### src/rtl/sseg_hex_fmt_if.sv
// Formatter-to-host/driver bundle: display request in, segment word and handshake out.
interface sseg_hex_fmt_if;
  logic [31:0] value;
  logic [7:0]  dp;
  logic [7:0]  blank;
  logic        lzs;
  logic        load;
  logic        sseg_idle;
  logic [63:0] din;
  logic [7:0]  digit_en;
  logic        start;
  logic        busy;
  logic        done;

  modport master (
    output value, dp, blank, lzs, load, sseg_idle,
    input  din, digit_en, start, busy, done
  );

  modport slave (
    input  value, dp, blank, lzs, load, sseg_idle,
    output din, digit_en, start, busy, done
  );
endinterface

### src/rtl/sseg_hex_fmt.sv
// Hex-to-segment formatter and transfer sequencer for the seven-segment shift driver.
// Encodes one digit per cycle (7 down to 0), then runs the start/idle handshake.
module sseg_hex_fmt #(
  parameter int unsigned REFRESH_CYCLES = 0,
  parameter bit          SEG_ACTIVE_LOW = 1'b0
) (
  input  logic          clk,
  input  logic          rst,
  sseg_hex_fmt_if.slave bus
);

  typedef enum logic [2:0] {
    S_IDLE,
    S_ENCODE,
    S_ISSUE,
    S_WAIT_BUSY,
    S_WAIT_DONE
  } state_t;

  localparam logic [23:0] TC_VAL = (REFRESH_CYCLES == 0) ? 24'd0 : 24'(REFRESH_CYCLES - 1);

  state_t      r_state;
  logic        r_pending;
  logic [23:0] r_timer;
  logic [31:0] r_value;
  logic [7:0]  r_dp;
  logic [7:0]  r_blank;
  logic        r_lzs;
  logic [2:0]  r_k;
  logic        r_leading;
  logic [63:0] r_din;
  logic [7:0]  r_en;

  logic [3:0]  w_nib;
  logic        w_dpk;
  logic        w_supp;
  logic        w_en;
  logic [7:0]  w_seg;
  logic [7:0]  w_raw;
  logic [7:0]  w_byte;
  logic        w_start;
  logic        w_tc;
  logic        w_idle_exit;

  always_comb begin
    w_nib  = r_value[{r_k, 2'b00} +: 4];
    w_dpk  = r_dp[r_k];
    w_seg  = 8'h00;
    case (w_nib)
      4'h0: w_seg = 8'hFC;
      4'h1: w_seg = 8'h60;
      4'h2: w_seg = 8'hDA;
      4'h3: w_seg = 8'hF2;
      4'h4: w_seg = 8'h66;
      4'h5: w_seg = 8'hB6;
      4'h6: w_seg = 8'hBE;
      4'h7: w_seg = 8'hE0;
      4'h8: w_seg = 8'hFE;
      4'h9: w_seg = 8'hF6;
      4'hA: w_seg = 8'hEE;
      4'hB: w_seg = 8'h3E;
      4'hC: w_seg = 8'h9C;
      4'hD: w_seg = 8'h7A;
      4'hE: w_seg = 8'h9E;
      4'hF: w_seg = 8'h8E;
      default: w_seg = 8'h00;
    endcase
    w_raw  = w_seg | {7'b0, w_dpk};
    w_supp = r_lzs & r_leading & (w_nib == 4'h0) & ~w_dpk & (r_k != 3'd0);
    w_en   = ~r_blank[r_k] & ~w_supp;
    w_byte = '0;
    if (w_en) begin
      w_byte = SEG_ACTIVE_LOW ? ~w_raw : w_raw;
    end
  end

  // start/done follow sseg_idle within the same cycle so start can never
  // coincide with a busy driver.
  assign w_start     = (r_state == S_ISSUE) & bus.sseg_idle;
  assign w_tc        = (REFRESH_CYCLES != 0) && (r_timer == TC_VAL) && !w_start;
  assign w_idle_exit = (r_state == S_IDLE) && (r_pending || bus.load);

  always_ff @(posedge clk or negedge rst) begin
    if (!rst) begin
      r_timer <= '0;
    end else if (REFRESH_CYCLES != 0) begin
      if (w_start || (r_timer == TC_VAL)) begin
        r_timer <= '0;
      end else begin
        r_timer <= r_timer + 24'd1;
      end
    end
  end

  always_ff @(posedge clk or negedge rst) begin
    if (!rst) begin
      r_state   <= S_IDLE;
      r_pending <= 1'b0;
      r_value   <= '0;
      r_dp      <= '0;
      r_blank   <= '0;
      r_lzs     <= 1'b0;
      r_k       <= '0;
      r_leading <= 1'b0;
      r_din     <= '0;
      r_en      <= '0;
    end else begin
      if (w_idle_exit) begin
        r_pending <= 1'b0;
      end else if (bus.load || w_tc) begin
        r_pending <= 1'b1;
      end

      case (r_state)
        S_IDLE: begin
          if (w_idle_exit) begin
            r_value   <= bus.value;
            r_dp      <= bus.dp;
            r_blank   <= bus.blank;
            r_lzs     <= bus.lzs;
            r_k       <= 3'd7;
            r_leading <= 1'b1;
            r_state   <= S_ENCODE;
          end
        end
        S_ENCODE: begin
          r_din[{r_k, 3'b000} +: 8] <= w_byte;
          r_en[r_k]                 <= w_en;
          if ((w_nib != 4'h0) || w_dpk) begin
            r_leading <= 1'b0;
          end
          if (r_k == 3'd0) begin
            r_state <= S_ISSUE;
          end else begin
            r_k <= r_k - 3'd1;
          end
        end
        S_ISSUE: begin
          if (bus.sseg_idle) begin
            r_state <= S_WAIT_BUSY;
          end
        end
        S_WAIT_BUSY: begin
          if (!bus.sseg_idle) begin
            r_state <= S_WAIT_DONE;
          end
        end
        S_WAIT_DONE: begin
          if (bus.sseg_idle) begin
            r_state <= S_IDLE;
          end
        end
        default: r_state <= S_IDLE;
      endcase
    end
  end

  assign bus.din      = r_din;
  assign bus.digit_en = r_en;
  assign bus.start    = w_start;
  assign bus.busy     = (r_state != S_IDLE);
  assign bus.done     = (r_state == S_WAIT_DONE) & bus.sseg_idle;

endmodule

### src/flat_wrapper.sv
// flat-port wrapper written by rule: the top's interface ports become plain ports
module sseg_hex_fmt_flat 
#(
  parameter int unsigned REFRESH_CYCLES = 0,
  parameter bit          SEG_ACTIVE_LOW = 1'b0
)
  (clk, rst, bus_value, bus_dp, bus_blank, bus_lzs, bus_load, bus_sseg_idle, bus_din, bus_digit_en, bus_start, bus_busy, bus_done);
  sseg_hex_fmt_if bus_i ();
  input  logic clk;
  input  logic rst;
  input wire logic [$bits(bus_i.value)-1:0] bus_value;
  input wire logic [$bits(bus_i.dp)-1:0] bus_dp;
  input wire logic [$bits(bus_i.blank)-1:0] bus_blank;
  input wire logic [$bits(bus_i.lzs)-1:0] bus_lzs;
  input wire logic [$bits(bus_i.load)-1:0] bus_load;
  input wire logic [$bits(bus_i.sseg_idle)-1:0] bus_sseg_idle;
  output wire logic [$bits(bus_i.din)-1:0] bus_din;
  output wire logic [$bits(bus_i.digit_en)-1:0] bus_digit_en;
  output wire logic [$bits(bus_i.start)-1:0] bus_start;
  output wire logic [$bits(bus_i.busy)-1:0] bus_busy;
  output wire logic [$bits(bus_i.done)-1:0] bus_done;
  assign bus_i.value = bus_value;
  assign bus_i.dp = bus_dp;
  assign bus_i.blank = bus_blank;
  assign bus_i.lzs = bus_lzs;
  assign bus_i.load = bus_load;
  assign bus_i.sseg_idle = bus_sseg_idle;
  assign bus_din = bus_i.din;
  assign bus_digit_en = bus_i.digit_en;
  assign bus_start = bus_i.start;
  assign bus_busy = bus_i.busy;
  assign bus_done = bus_i.done;
  sseg_hex_fmt #(.REFRESH_CYCLES(REFRESH_CYCLES), .SEG_ACTIVE_LOW(SEG_ACTIVE_LOW)) u_core (.clk(clk), .rst(rst), .bus(bus_i));
endmodule
### config.mk
export PLATFORM = sky130hd
export DESIGN_NAME = sseg_hex_fmt_flat
export DESIGN_NICKNAME = d
export VERILOG_FILES = /design/src/rtl/sseg_hex_fmt_if.sv /design/src/rtl/sseg_hex_fmt.sv /design/src/flat_wrapper.sv
export SDC_FILE = /design/constraint.sdc
export NUM_CORES = 1
export LEC_CHECK = 0
export ABC_AREA = 0
export BUFFER_PORTS_ARGS = -buffer_cell sky130_fd_sc_hd__buf_2
export CAP_MARGIN = 20
export CORE_ASPECT_RATIO = 0.75
export CORE_MARGIN = 2
export CORE_UTILIZATION = 54
export DETAILED_ROUTE_END_ITERATION = 10
export GPL_TIMING_DRIVEN = 0
export PLACE_DENSITY = 0.79
export SYNTH_ARGS = -nofsm -noshare
export SYNTH_HDL_FRONTEND = slang
export SYNTH_SLANG_ARGS = --single-unit
### constraint.sdc
create_clock -name clk -period 3.67 [get_ports clk]
set_input_delay 1.101 -clock clk [delete_from_list [all_inputs] [get_ports clk]]
set_output_delay 1.101 -clock clk [all_outputs]
set_load 0.01 [all_outputs]
Word-level counts from Yosys, hierarchy flattened
Memories as Yosys holds them, arrays and structs flattened.
Index checks and enable logic that the tools add are counted.
W data, S select, Z words.
Word-level totals
  bits in registers: 129
  bits in read-only memories: 112
  input port bits: 53
  memories kept: 1
Operators by class
  add/sub/neg operators: 2
  $lt $le $gt $ge: 2
  equal/unequal tests: 11
  shift-type cells: 3
  multiplexer cells: 23
  bitwise logic cells: 11
  reductions and logical operators: 16
Memories
  (no name shown): words 16, bits a word 7, read ports 1, clocked after memory_dff 0, wr ports 0, line sseg_hex_fmt.sv:49  | case (w_nib)
Operator list (count)
  $bwmux W64: 1
  $shift A8 B8 Y64 const A: 1
  $shiftx A8 B8 Y64: 1
  $shiftx A32 B6 Y4: 1
  $mux W3: 7
  $pmux W3 S5: 1
  $bwmux W8: 1
  $mux W8: 1
  $ne A2 B2 Y1 const B: 4
  $neg A6 Y8: 1
  $or A8 B1 Y8: 1
  $and A1 B1 Y1: 7
  $mux W1: 7
  $bmux W1 S3: 2
  $eq A3 B2 Y1 const B: 2
  $logic_not A3 Y1: 2
  $ne A2 B1 Y1 const B: 3
  $pmux W3 S2: 1
  $reduce_and A3 Y1: 2
  $reduce_bool A3 Y1: 2
  $reduce_and A5 Y1: 1
  $logic_not A4 Y1: 1
  $lt A3 B4 Y1 const B: 1
  $reduce_bool A2 Y1: 2
  11 further kinds: 15

Depth between registers and ports, before layout
Gate-level depths: netlist of the first run.
  depth after elaboration: 10
  mapped depth: 14
  gate-level depth less buffers: 8

Worst setup path before layout of the first run
OpenSTA, ideal clock, no wires.
  path type: reg2reg
  start point: register u_core.r_k[0]
  end point: register u_core.r_din[47] (netlist: u_core.bus.din[47])
  setup time: 121 ps
  data arrival time: 2636 ps
  path slack: 913 ps
  cell stages (with the launch flop): 12
  path buffers: 4
  period minus slack after synthesis: 2757 ps
  cells stage by stage: dfrtp_1 -> buf_6 -> buf_12 -> mux4_1 -> mux2i_1 -> ha_1 -> and4_1 -> a31o_1 -> buf_6 -> buf_12 -> nor2_2 -> a22o_1
On the way
  longest elaborated chain between the ends: 10
  elaborated cells between the ends (all ways): 21
  those cells by class: 1 x add/sub; 3 x shift; 6 x mux; 8 x bitwise; 2 x reduce/logical; 1 x memory
RTL lines
  start: declaration: line sseg_hex_fmt.sv:29  | logic [2:0] r_k;
  start signal: assignment: line sseg_hex_fmt.sv:135  | r_k <= r_k - 3'd1;
  $shiftx A32 B6 Y4 or $bmux W1 S3 (tied branches): line sseg_hex_fmt.sv:46, sseg_hex_fmt.sv:47
  $logic_not A4 Y1 or $mux W1 (tied branches): line sseg_hex_fmt.sv:69, sseg_hex_fmt.sv:47
  $and A1 B1 Y1 or $not A1 Y1 (tied branches): line sseg_hex_fmt.sv:69  | w_supp = r_lzs & r_leading & (w_nib == 4'h0) & ~w_dpk & (r_k != 3'd0);
  $and A1 B1 Y1 (2 in series): line sseg_hex_fmt.sv:69
  $not A1 Y1: line sseg_hex_fmt.sv:70  | w_en = ~r_blank[r_k] & ~w_supp;
  $and A1 B1 Y1: line sseg_hex_fmt.sv:70
  $mux W8: line sseg_hex_fmt.sv:72  | if (w_en) begin
  $shiftx A8 B8 Y64: line sseg_hex_fmt.sv:127  | r_din[{r_k, 3'b000} +: 8] <= w_byte;
  $bwmux W64 (*): line sseg_hex_fmt.sv:127
  end signal: indexed assignment: line sseg_hex_fmt.sv:127
  end: declaration: line sseg_hex_fmt.sv:31  | logic [63:0] r_din;
Every way passes the cells marked *; elsewhere a longest branch is shown, timed or not. The select of a mux whose other input is x is not followed.
A chain may end at the register's enable or synchronous reset.

Final worst setup path of the first run
  start point: register u_core.r_k[0]
  end point: register u_core.r_din[37] (netlist: u_core.bus.din[37])
The elaborated chain is that of the path after synthesis.

==> results of run 1 <==
## cells by family after synthesis
kind of cell	count (synthesis)	synth area share
buffers and inverters	32	0.0336
multiplexers	76	0.164
adder cells (fa/ha/maj)	11	0.0237
AND/OR/NAND/NOR	132	0.105
flip-flops	129	0.555
XOR/XNOR	1	0.00151
AO/OA/AOI/OAI	92	0.117
## flip-flops by register name, indices dropped and copies added (netlist names)
name and cells:
u_core.r_pending 1, u_core.r_state 3, u_core.r_lzs 1, u_core.r_dp 8, u_core.bus.din 64, u_core.bus.digit_en 8
u_core.r_value 32, u_core.r_leading 1, u_core.r_k 3, u_core.r_blank 8
## layout make-up
type / count / area [um^2] / area share
plain buffers: 21 / 154 / 0.0211
clock buffers: 17 / 425 / 0.0584
clock inverters: 15 / 206 / 0.0283
inverters: 11 / 41.3 / 0.00567
multi-input cells: 312 / 2390 / 0.328
flip-flops and latches: 129 / 3230 / 0.443
well taps: 136 / 170 / 0.0234
repair buffers: 128 / 669 / 0.0919
## worst max-delay path: cells and delay by family, from the launching register on
| family | cells | cell delay (ps) |
|---|---|---|
| and+or+nand+nor | 2 | 300 |
| adders and majority gates | 1 | 290 |
| muxes | 2 | 1060 |
| buffers and inverters | 2 | 350 |
| DFF | 1 | 390 |
| AOI/OAI and AO/OA | 2 | 920 |
## per-layer routing
layer	routed length (um)	vias to the layer above
li1	-	2008
met2	7070	185
met1	6340	2247
met4	155	0
met5	0	-
met3	1080	20
## cell usage after synthesis, drive strengths merged, types with 9 or more instances
library cell	count	share of area
a22o	31	0.047
buf	13	0.021
dfrtp	129	0.56
ha	11	0.024
inv	11	0.0071
mux2	55	0.11
mux2i	13	0.025
nand2	68	0.046
nor2	27	0.018
nor3	9	0.0086
o21ai	28	0.025
o31ai	11	0.014
## worst paths after layout
kind	end	startpoint	cells past startpoint
worst min register to register	u_core.bus.din[46]	u_core.bus.din[46]	2
worst max register to register	u_core.bus.din[37]	u_core.r_k[0]	9
worst max-delay path	u_core.bus.din[37]	u_core.r_k[0]	9
max in group asynchronous	u_core.r_value[23]	rst	2
min in group asynchronous	u_core.r_state[2]	rst	1
worst min-delay path	u_core.bus.din[46]	u_core.bus.din[46]	2
## metrics by stage
stage          total power [mW]  cells
2_1_floorplan              5.13    473
3_3_place_gp               6.28    736
3_5_place_dp               6.42    737
4_1_cts                    8.27    769
5_1_grt                    8.77    769
6_report                   8.30    769
## power by group
part | switching [mW] | internal (mW)
registers | 0.334 | 2.02
clock network | 0.652 | 1.14
logic | 2.51 | 1.64
==> results.sh, run 1 <==
export IMPL_outcome="complete, no violations"
export IMPL_fin_tns_setup_ps=0
export IMPL_hp_class="reg -> reg"
export IMPL_initial_core_util=0.561
export IMPL_drive_gt1_frac=0.389
export IMPL_final_cell_mix="buf_2, dfrtp_1, nand2_1"
export IMPL_crit_type="reg -> reg"
export IMPL_irDropWorstVdd_mv=0.759
export IMPL_ios=128
export IMPL_cp_required_ps=3910
export IMPL_synthArstFlopShare=1.00
export IMPL_slew_viol_final=0
export IMPL_syn_nets=537
export IMPL_drc=0
export IMPL_routed_wl_um=14600
export IMPL_fillers=726
export IMPL_ys_warn_count=0
export IMPL_fin_area_um2=7290
export IMPL_fmax_mhz=288
export IMPL_path_clk_slew_ps=60
export IMPL_timing_final_ws_setup_ps=192
export IMPL_final_nets=684
export IMPL_diodes=0
export IMPL_ys_types=54
export IMPL_hpwl_um=10200
export IMPL_crit_chain="buf_6 -> buf_12 -> mux4_1 -> mux2i_1 -> ha_1 -> and4_1 -> nor2_1 -> o2111ai_1 -> o21ai_0"
export IMPL_setup_viol=0
export IMPL_postCtsHoldBufs=0
export IMPL_clk_insertion_delay_late_ps=410
export IMPL_grt_pass1_wl_um=23200
export IMPL_grt_use_met3=0.0698
export IMPL_utilization=0.703
export IMPL_start_kind="register"
export IMPL_antenna_found_initial=0
export IMPL_rsz0062_at_grt="no"
export IMPL_cpPeakStageDelay_ps=670
export IMPL_clock_sinks=129
export IMPL_period_share=0.948
export IMPL_dpl_worst_slack_ps=269
export IMPL_cp_end_kind="register"
export IMPL_ys_ff_latch=129
export IMPL_post_cts_buffers=0
export IMPL_cts_buffer_depth=2
export IMPL_wire_per_inst_um=19.0
export IMPL_netlist_area_um2=5810
export IMPL_grt_pass1_vias=4492
export IMPL_seq_area_frac_synth=0.555
export IMPL_avgSynthCellArea_um2=12.3
export IMPL_synth_edf_count=0
export IMPL_maxCapViolCount=0
export IMPL_io_buffers=127
export IMPL_yosys_most_used_dff="dfrtp_1"
export IMPL_clock_tree_root_cell="clkbuf_16"
export IMPL_area_growth_pct=25.3
export IMPL_gr_total_overflow=0
export IMPL_rows=32
export IMPL_chipWidth_um=124
export IMPL_power_leakage_nw=3.57
export IMPL_syn_instance_count=473
export IMPL_met2_usage=0.429
export IMPL_htree_levels=4
export IMPL_gr_usage_all_layers=0.270
export IMPL_drtPass1Iterations=5
export IMPL_first_iter_violations=414
export IMPL_r2r_setup_slack_ps=190
export IMPL_use_met1=0.368
export IMPL_die_h_um=93.9
export IMPL_fp_coreArea_um2=10400
export IMPL_layout_commonest_cell="buf_2"
export IMPL_cts_tree="yes"
export IMPL_cpMaxStageDelayCell="o2111ai_1"
export IMPL_cts_resized=0
export IMPL_power_density_nw_per_um2=1140
export IMPL_hold_ws_ps=481
export IMPL_dieArea_um2=11600
export IMPL_finClkSkew_ps=8.72
export IMPL_cts_buffers=17
export IMPL_gp_congestion=0.851
export IMPL_critPathArrivalTime_ps=3720
export IMPL_crit_fanout=10
export IMPL_grt_busiest_layer="met2"
export IMPL_vias=4460
export IMPL_place_area_um2=6650
export IMPL_viasPerCell=5.80
export IMPL_final_antenna_net_count=0
export IMPL_tightest_slew_ps=877
export IMPL_final_hold_violation_count=0
export IMPL_maxSlewHeadroom=0.399
export IMPL_timing_final_crit_period_ps=3480
export IMPL_grt_max_degree=97
Power figures use the tool's default switching activity.
==> run 2: changes to the inputs <==
--- a/config.mk
+++ b/config.mk
@@ -10,10 +10,11 @@
 export CAP_MARGIN = 20
 export CORE_ASPECT_RATIO = 0.75
 export CORE_MARGIN = 2
-export CORE_UTILIZATION = 54
+export CORE_UTILIZATION = 45
+export CTS_BUF_LIST = sky130_fd_sc_hd__clkbuf_8
 export DETAILED_ROUTE_END_ITERATION = 10
 export GPL_TIMING_DRIVEN = 0
-export PLACE_DENSITY = 0.79
+export PLACE_DENSITY = 0.68
 export SYNTH_ARGS = -nofsm -noshare
 export SYNTH_HDL_FRONTEND = slang
 export SYNTH_SLANG_ARGS = --single-unit
==> run 2 against run 1 <==
Power is 5.4% lower. Count of clock-buffer cells in the layout rose by 2. Setup slack improved by 100 ps. Via count is 4.1% lower. Cell area is 2.0% lower. Fmax rose by 3.0%. Utilization shrank 13 points. Non-clock buffer count stayed put. Critical endpoint is now u_core.bus.din[36]. Highest routed layer unchanged. Clock power decreased by 24%. Clock skew up 5.1 ps. Critical path depth is 1 lower. Sequential share of layout area grew 0.89 points.
==> results.sh, run 2 (synthesis gave the netlist of run 1 again) <==
export IMPL_outcome="complete, no violations"
export IMPL_initial_core_util=0.468
export IMPL_path_clk_slew_ps=70
export IMPL_final_hold_violation_count=0
export IMPL_critical_path_top_delay_family="multiplexers"
export IMPL_diodes=0
export IMPL_fillers=1072
export IMPL_wire_per_inst_um=18.1
export IMPL_gp_congestion=0.833
export IMPL_drc=0
export IMPL_cp_common_cell="mux2i_1"
export IMPL_hold_ws_ps=477
export IMPL_drive_gt1_frac=0.390
export IMPL_cp_required_ps=3950
export IMPL_cpPeakStageDelay_ps=710
export IMPL_fp_coreArea_um2=12400
export IMPL_whs_path_depth=2
export IMPL_clk_insertion_delay_late_ps=440
export IMPL_io_buffers=127
export IMPL_utilization=0.574
export IMPL_ios=128
export IMPL_vias=4278
export IMPL_crit_fanout=10
export IMPL_htree_levels=4
export IMPL_hpwl_um=10400
export IMPL_first_iter_violations=253
export IMPL_setup_viol=0
export IMPL_largest_register_ffs=64
export IMPL_grt_max_degree=85
export IMPL_tightest_slew_ps=887
export IMPL_antenna_found_initial=0
export IMPL_viasPerCell=5.35
export IMPL_critPathArrivalTime_ps=3650
export IMPL_cpMaxStageDelayCell="mux2i_1"
export IMPL_drtPass1Iterations=4
export IMPL_cts_buffer_depth=2
export IMPL_cp_depth=8
export IMPL_timing_final_crit_period_ps=3380
export IMPL_grt_pass1_wl_um=22900
export IMPL_grt_pass1_vias=4273
export IMPL_cts_tree="yes"
export IMPL_final_antenna_net_count=0
export IMPL_rows=35
export IMPL_cp_end_kind="register"
export IMPL_maxCapViolCount=0
export IMPL_power_leakage_nw=3.49
export IMPL_final_nets=684
export IMPL_rsz0062_at_grt="no"
export IMPL_finClkSkew_ps=13.8
export IMPL_hp_class="reg -> reg"
export IMPL_r2r_end="u_core.bus.din[36]"
export IMPL_final_cell_mix="buf_2, dfrtp_1, nand2_1"
export IMPL_dieArea_um2=13900
export IMPL_rr_startpoint="u_core.r_k[0]"
export IMPL_cts_buffers=17
export IMPL_layout_commonest_cell="buf_2"
export IMPL_routed_wl_um=14400
export IMPL_worst_path_buf_inv=2
export IMPL_crit_chain="buf_6 -> buf_12 -> mux4_1 -> mux2i_1 -> ha_1 -> mux2i_1 -> mux2i_1 -> o21ai_0"
export IMPL_slew_viol_final=0
export IMPL_gr_total_overflow=0
export IMPL_crit_type="reg -> reg"
export IMPL_post_cts_buffers=0
export IMPL_chipWidth_um=135
export IMPL_r2r_setup_slack_ps=290
export IMPL_start_kind="register"
export IMPL_area_growth_pct=22.8
export IMPL_worstSetupStartpoint="u_core.r_k[0]"
export IMPL_maxSlewHeadroom=0.392
export IMPL_irDropWorstVdd_mv=0.735
export IMPL_endpoint="u_core.bus.din[36]"
export IMPL_clock_tree_root_cell="clkbuf_8"
export IMPL_fmax_mhz=296
export IMPL_reg2reg_depth=8
export IMPL_gr_usage_all_layers=0.220
export IMPL_power_density_nw_per_um2=1100
export IMPL_clock_sinks=129
export IMPL_period_share=0.920
export IMPL_die_h_um=102
-- run 2: cell types whose count changed in the layout (fill, tap and decap cells not counted) --
cell | previous run | this run
o2111ai_1 | 1 | 0
clkinvlp_4 | 2 | 1
clkbuf_8 | 0 | 19
clkinv_4 | 4 | 2
clkbuf_16 | 17 | 0
clkinv_2 | 2 | 4
o2111ai_2 | 0 | 1
inv_6 | 3 | 2
-- run 2: repair_timing --
action,in CTS,in global routing
hold buffers,0,0
gates resized for setup,0,1
setup endpoints to repair,0,8
-- run 2: layout make-up --
| cell class | count | area [um^2] | area share |
|---|---|---|---|
| Clock inverter | 13 | 183 | 0.0256 |
| Multi-Input combinational cell | 312 | 2400 | 0.336 |
| Inverter | 11 | 41.3 | 0.00578 |
| Timing Repair Buffer | 128 | 669 | 0.0937 |
| Buffer | 21 | 154 | 0.0215 |
| Sequential cell | 129 | 3230 | 0.452 |
| Clock buffer | 19 | 262 | 0.0366 |
| Tap cell | 166 | 208 | 0.0291 |
-- run 2: worst min path at each step --
stage	start	endpoint	slack [ps]
floorplan	u_core.r_value[12]	u_core.r_value[12]	470
global placement	u_core.bus.din[8]	u_core.bus.din[8]	460
detailed placement	u_core.bus.din[52]	u_core.bus.din[52]	470
CTS	u_core.bus.din[52]	u_core.bus.din[52]	480
global route	u_core.bus.din[40]	u_core.bus.din[40]	500
finish	u_core.bus.din[40]	u_core.bus.din[40]	480
-- run 2: report_power, final --
| part | internal (mW) | total (mW) | switching, mW | leakage, nW |
|---|---|---|---|---|
| Sequential | 2.01 | 2.34 | 0.330 | 1.64 |
| Combinational | 1.65 | 4.15 | 2.49 | 1.62 |
| Clock | 0.778 | 1.36 | 0.582 | 0.226 |
-- run 2: per-layer routing --
layer / wire, um / vias to the layer above / global-route usage
li1: - / 2000 / -
met1: 6690 / 2142 / 0.309
met2: 6680 / 123 / 0.337
met3: 884 / 13 / 0.0551
met4: 167 / 0 / 0.0769
met5: 0 / - / 0
-- run 2: worst reg2reg max path: stages (launching register included) --
cell     delay (ps)
dfrtp_1         400
buf_6           190
buf_12          160
mux4_1          550
mux2i_1         550
ha_1            350
mux2i_1         100
mux2i_1         710
o21ai_0         220
-- run 2: metrics by stage --
| step | instances | TNS [ps] | cell area [um^2] | setup slack, ps | power, mW |
|---|---|---|---|---|---|
| detailed placement | 767 | 0 | 6690 | 133 | 6.49 |
| global route | 799 | 0 | 7140 | 85.3 | 8.38 |
| floorplan | 473 | 0 | 5810 | 913 | 5.13 |
| CTS | 799 | 0 | 7140 | 117 | 7.85 |
| global placement | 766 | -8690 | 6660 | -77.5 | 6.35 |
| finish | 799 | 0 | 7140 | 295 | 7.85 |
